File: src/rtl/uart_tx_arbiter.sv
// Round-robin arbiter sharing one UART transmitter byte port among requesters.
// A grant lasts a whole message; a stall timeout reclaims an abandoned grant.
module uart_tx_arbiter #(
  parameter int N_REQ          = 4,
  parameter int TIMEOUT_CYCLES = 1000000
) (
  input  logic               i_clk,
  input  logic               i_rst,
  input  logic [N_REQ-1:0]   i_req_valid,
  input  logic [8*N_REQ-1:0] i_req_data,
  input  logic [N_REQ-1:0]   i_req_last,
  output logic [N_REQ-1:0]   o_req_ready,
  output logic [N_REQ-1:0]   o_grant,
  output logic               o_tx_valid,
  output logic [7:0]         o_tx_data,
  input  logic               i_tx_ready,
  output logic               o_timeout
);

  localparam int IW = $clog2(N_REQ);
  localparam int CW = $clog2(TIMEOUT_CYCLES);

  typedef enum logic {IDLE, LOCKED} state_t;

  state_t        state, state_d;
  logic [IW-1:0] g, g_d;
  logic [IW-1:0] ptr, ptr_d;
  logic [CW-1:0] cnt, cnt_d;
  logic          tmo, tmo_d;

  logic          found;
  logic [IW-1:0] pick;
  logic [IW-1:0] cand;
  int            idx;
  logic          sel_valid;
  logic          sel_last;
  logic          xfer;
  logic [IW-1:0] g_inc;

  // First requesting index scanning circularly from the pointer
  always_comb begin
    found = 1'b0;
    pick  = '0;
    idx   = 0;
    cand  = '0;
    for (int i = 0; i < N_REQ; i++) begin
      idx  = (int'(ptr) + i) % N_REQ;
      cand = IW'(idx);
      if (!found && i_req_valid[cand]) begin
        found = 1'b1;
        pick  = cand;
      end
    end
  end

  assign sel_valid = i_req_valid[g];
  assign sel_last  = i_req_last[g];
  assign xfer      = (state == LOCKED) && sel_valid && i_tx_ready;
  assign g_inc     = (g == IW'(N_REQ - 1)) ? '0 : g + IW'(1);

  always_comb begin
    o_grant     = '0;
    o_req_ready = '0;
    o_tx_valid  = 1'b0;
    o_tx_data   = '0;
    if (state == LOCKED) begin
      o_grant[g]     = 1'b1;
      o_req_ready[g] = i_tx_ready;
      o_tx_valid     = sel_valid;
      o_tx_data      = i_req_data[8*g +: 8];
    end
  end

  always_comb begin
    state_d = state;
    g_d     = g;
    ptr_d   = ptr;
    cnt_d   = cnt;
    tmo_d   = 1'b0;
    unique case (state)
      IDLE: begin
        if (found) begin
          g_d     = pick;
          cnt_d   = '0;
          state_d = LOCKED;
        end
      end
      LOCKED: begin
        if (xfer) begin
          cnt_d = '0;
          if (sel_last) begin
            state_d = IDLE;
            ptr_d   = g_inc;
          end
        end else if (!sel_valid) begin
          // Back-pressure holds the count; only a silent owner ages
          if (cnt == CW'(TIMEOUT_CYCLES - 1)) begin
            state_d = IDLE;
            ptr_d   = g_inc;
            tmo_d   = 1'b1;
          end else begin
            cnt_d = cnt + CW'(1);
          end
        end
      end
      default: state_d = IDLE;
    endcase
  end

  always_ff @(posedge i_clk) begin
    if (i_rst) begin
      state <= IDLE;
      g     <= '0;
      ptr   <= '0;
      cnt   <= '0;
      tmo   <= 1'b0;
    end else begin
      state <= state_d;
      g     <= g_d;
      ptr   <= ptr_d;
      cnt   <= cnt_d;
      tmo   <= tmo_d;
    end
  end

  assign o_timeout = tmo;

endmodule

File: config.mk
export PLATFORM = sky130hd
export DESIGN_NAME = uart_tx_arbiter
export DESIGN_NICKNAME = d
export VERILOG_FILES = /design/src/rtl/uart_tx_arbiter.sv
export SDC_FILE = /design/constraint.sdc
export NUM_CORES = 1
export LEC_CHECK = 0
export ABC_CLOCK_PERIOD_IN_PS = 3500
export CORE_AREA = 2 2 83 85
export CTS_BUF_LIST = sky130_fd_sc_hd__clkbuf_4 sky130_fd_sc_hd__clkbuf_8
export DETAILED_ROUTE_END_ITERATION = 8
export DIE_AREA = 0 0 85 87
export DONT_BUFFER_PORTS = 1
export HOLD_SLACK_MARGIN = 0.12
export MAX_ROUTING_LAYER = met4
export SYNTH_ARGS = -nofsm -noshare
export SYNTH_HDL_FRONTEND = slang
export SYNTH_SLANG_ARGS = --single-unit
export TNS_END_PERCENT = 10
File: constraint.sdc
create_clock -name i_clk -period 3.5 [get_ports i_clk]
set_input_delay 0.875 -clock i_clk [delete_from_list [all_inputs] [get_ports i_clk]]
set_output_delay 0.875 -clock i_clk [all_outputs]
set_load 0.01 [all_outputs]
[Word-level counts from Yosys, hierarchy flattened]
Index checks and enable logic that the tools add are counted.
Word-level totals
  register bits: 26
  output and inout port bits: 18
  word-level logic and storage cells: 83
Operators by class
  add/sub/neg operators: 5
  eq/ne operators: 7
  reduce and logical (&&, ||, !) cells: 14
  shift operators: 1
  bitwise gates (word level): 2
  mux-type cells: 43
  magnitude comparators: 6
Operators by type and width (number)
  $mux 20: 4
  $pmux 20 s2: 1
  $shiftx 32x6->8: 1
  $add 20x1->20 const B: 1
  $eq 20x20->1 const B: 1
  $mux 1: 18
  $mux 2: 9
  $lt 2x3->1 const B: 5
  $bmux 1 s2: 6
  $mux 4: 2
  $mux 8: 1
  $logic_and 1x1->1: 6
  $add 2x1->2 const B: 2
  $add 2x2->2 const B: 2
  $and 4x4->4: 1
  $ne 2x2->1 const B: 2
  $reduce_and 4->1: 1
  $reduce_or 4->1: 1
  $logic_not 1->1: 3
  $ne 3x2->1 const B: 1
  $ne 3x3->1 const B: 1
  $reduce_and 3->1: 1
  $demux 1 s2: 1
  $eq 2x2->1 const B: 1
  other kinds (6): 6

[Logic depth before layout (Yosys ltp)]
  depth in word-level cells: 14
  depth in mapped cells: 7

[Least setup slack after synthesis]
Ideal clock, no wire load.
  path kind: input -> output
  start: input port i_req_valid[3]
  end: output port o_tx_valid
  data required time: 2625 ps
  stages: 2
  slack: 981 ps
  arrival: 1644 ps
  buffers on the path: 0
  cells stage by stage: mux4_2 > and2_1
Between the ends
  word-level cells in the longest chain between the ends: 3
RTL lines
  start, declared: RTL line 9  | input logic [N_REQ-1:0] i_req_valid,
  $bmux 1 s2: RTL line 56  | assign sel_valid = i_req_valid[g];
  $mux 1 (implied by the code): RTL line 56
  $mux 1: RTL line 66  | if (state == LOCKED) begin
  end, declared: RTL line 14  | output logic o_tx_valid,
Every way passes these cells. The select of a mux whose other input is x is not followed.

[Worst setup path after layout]
  start: register g[1]
  end: output port o_tx_valid
Between the ends
  word-level cells in the longest chain between the ends: 3
RTL lines
  start, declared: RTL line 26  | logic [IW-1:0] g, g_d;
  start signal, assigned: RTL line 119  | g <= g_d;
  $bmux 1 s2: RTL line 56
  $mux 1 (implied by the code): RTL line 56
  $mux 1: RTL line 66
Every way passes these cells. The select of a mux whose other input is x is not followed.

==> results_dict.tcl <==
set metrics [dict create \
    status "finished clean" \
    num_rows 30 \
    p_leak_nw 0.758 \
    critPathLaunchType "flop" \
    synth_commonest_cells "26 x dfxtp_1, 22 x o31ai_1, 17 x and2_1" \
    num_vias 1649 \
    clock_sinks 26 \
    syn_area_sq_mm 0.00191 \
    cts_tree "yes" \
    grt_busiest_layer "met2" \
    drtIter0Drc 110 \
    drcViolationCount 0 \
    finalCritPeriodShare_pct 75.0 \
    cts_max_level 1 \
    gp_congestion 0.829 \
    ant_nets 0 \
    synth_area_leaders "dfxtp_1 27%, mux4_2 11%, o31ai_1 8.7%" \
    syn_area_per_cell_sq_um 8.95 \
    fp.dieW_um 85 \
    grt_antenna_before_repair 0 \
    grt_max_degree 26 \
    worstSetupEndpointType "output port" \
    grt_overflow 0 \
    synth_nets 261 \
    cts_resized 0 \
    fp.dieArea_sq_mm 0.00740 \
    worstPathArrival_ns 1.75 \
    ys_types 47 \
    whs_path_depth 1 \
    ys.flop_type "dfxtp_1" \
    first_pass_iters 4 \
    dp.final_hpwl_um 3450 \
    clk_transition_reported_paths_ns 0.10 \
    post_cts.repair.setup_buffers 0 \
    antennaDiodeCount 0 \
    worstSetupPathType "flop to output port" \
    synth_top_area_share_pct 27.3 \
    tns_ns 0 \
    yosys.area.top_type "dfxtp_1" \
    relSlewSlack_pct 30.4 \
    hold_viol_final 0 \
    clock_latency_ns 0.28 \
    max_freq_mhz 381 \
    cts-root-buf "clkbuf_8" \
    synth_cells 213 \
    ys_warn_count 0 \
    grt_util_met1_pct 17.5 \
    hold_path_class "flop to flop" \
    cts_hold_buf 0 \
    yosysSeqAreaShare_pct 27.3 \
    rsz0062_at_grt "no" \
    maxSlewViolCount 0 \
    maxCapViolCount 0 \
    fin_nets 258 \
    min_period_ns 2.63 \
    critPathMaxFanout 14 \
    die_h_um 87 \
    p_per_area_mw_per_mm2 299 \
    synth_edf_count 0 \
    finalClockSkew_ns 0.00969 \
    vdd_drop_max_mv 0.198 \
    grt_pass1_vias 1545 \
    reg2reg_depth 5 \
    routed_wl_um 4640 \
    required_ns 2.62 \
    setup_viol 0 \
    num_io_pins 61 \
    grtUsageMet3_pct 2.56 \
    grt_util_met2_pct 21.5 \
    worstMarginPinSlew_ns 1.04 \
    syn2layout_area_growth_pct 6.43 \
    avgViaCountPerCell 5.71 \
    cts-buffers-inserted 3 \
    ys_seq_elements 26 \
    whs_ns 0.486 \
    synth_most_common_cell "dfxtp_1" \
    core_sq_mm 0.00657 \
    portBuffers 0 \
    grt_use_total_pct 13.3 \
    async_flop_share_pct 0 \
    wl_per_cell_um 16.0 \
    final_layout_size_suffix_gt1_share_pct 12.0 \
    grt_first_pass_wirelength_um 7870 \
    cts_buffer_depth 2 \
    initial_core_util_pct 29.0 \
    n_fill_cell 676 \
]
state kept, by name, indices dropped and copies added, names as in the netlist:
| register | flops |
|---|---|
| state | 1 |
| cnt | 20 |
| ptr | 2 |
| o_timeout | 1 |
| g | 2 |
power breakdown:
group	total, W	leakage (nW)	internal, W	switching (W)
logic	0.0000957	0.519	0.0000446	0.0000511
registers	0.000308	0.210	0.000299	0.00000901
clock network	0.000202	0.0288	0.000101	0.000102
cells by family after synthesis:
family | synth area share, %
fa+ha+maj | 3.28
buf+inv | 4.86
flops | 27.3
mux | 13.7
compound gates | 23.8
simple gates | 27.1
metal layers:
layer	share of wire, %	routed length, um	vias to the layer above
met4	0.97	45	0
li1	-	-	828
met2	48	2230	32
met3	3.9	182	4
met1	47	2180	785
met5	0	0	-
critical path, stage by stage, from the launching register on:
cell and delay, ns:
dfxtp_1 0.69, mux4_2 0.52, and2_1 0.26
area by class of cell:
type	instances	area (sq um)	share of cell area, %
clock buffer	4	55.1	2.71
inverter	8	30.0	1.48
multi-input combinational	167	1290	63.7
sequential	26	520	25.7
tap	80	100	4.94
timing repair buffer	4	30.0	1.48
stage by stage:
stage          total power, W  instance area, sq um  worst slack (ns)  instances  util (%)
2_1_floorplan        0.000398                  1910             0.981        213         -
3_3_place_gp         0.000410                  1970             0.834        285      30.0
3_5_place_dp         0.000411                  1970             0.860        285      30.0
4_1_cts              0.000614                  2030             0.852        289      30.9
5_1_grt              0.000631                  2030             0.807        289      30.9
6_report             0.000606                  2030             0.875        289      30.9
cells in the final DEF (no fill, tap or decap), drive strengths merged, types with 2 or more instances in the layout:
cell    netlist  layout
and4          3       3
o22a          2       2
inv           8       8
dfxtp        26      26
o22ai         3       3
a21boi        3       3
clkbuf        4       4
and2         17      17
and3          8       8
nor3          5       5
nand4         5       5
mux4         10      10
nor4          3       3
nor4b         2       2
nand2b        4       4
a41oi         3       3
a21oi         5       5
o31ai        22      22
o41ai         4       4
buf           8       4
nor2         11      11
nand2        12      12
o21ai         9       9
a21o          2       2
a31oi         4       4
nor2b         4       4
ha            5       5
nand3        11      11
mux2i         2       2
final timing paths:
kind                end  slack [ns]    start
max          o_tx_valid        0.87     g[1]
min reg2reg     cnt[18]        0.49  cnt[18]
max reg2reg     cnt[18]        1.12     g[1]
min             cnt[18]        0.49  cnt[18]
(Power assumes the default switching activity.)
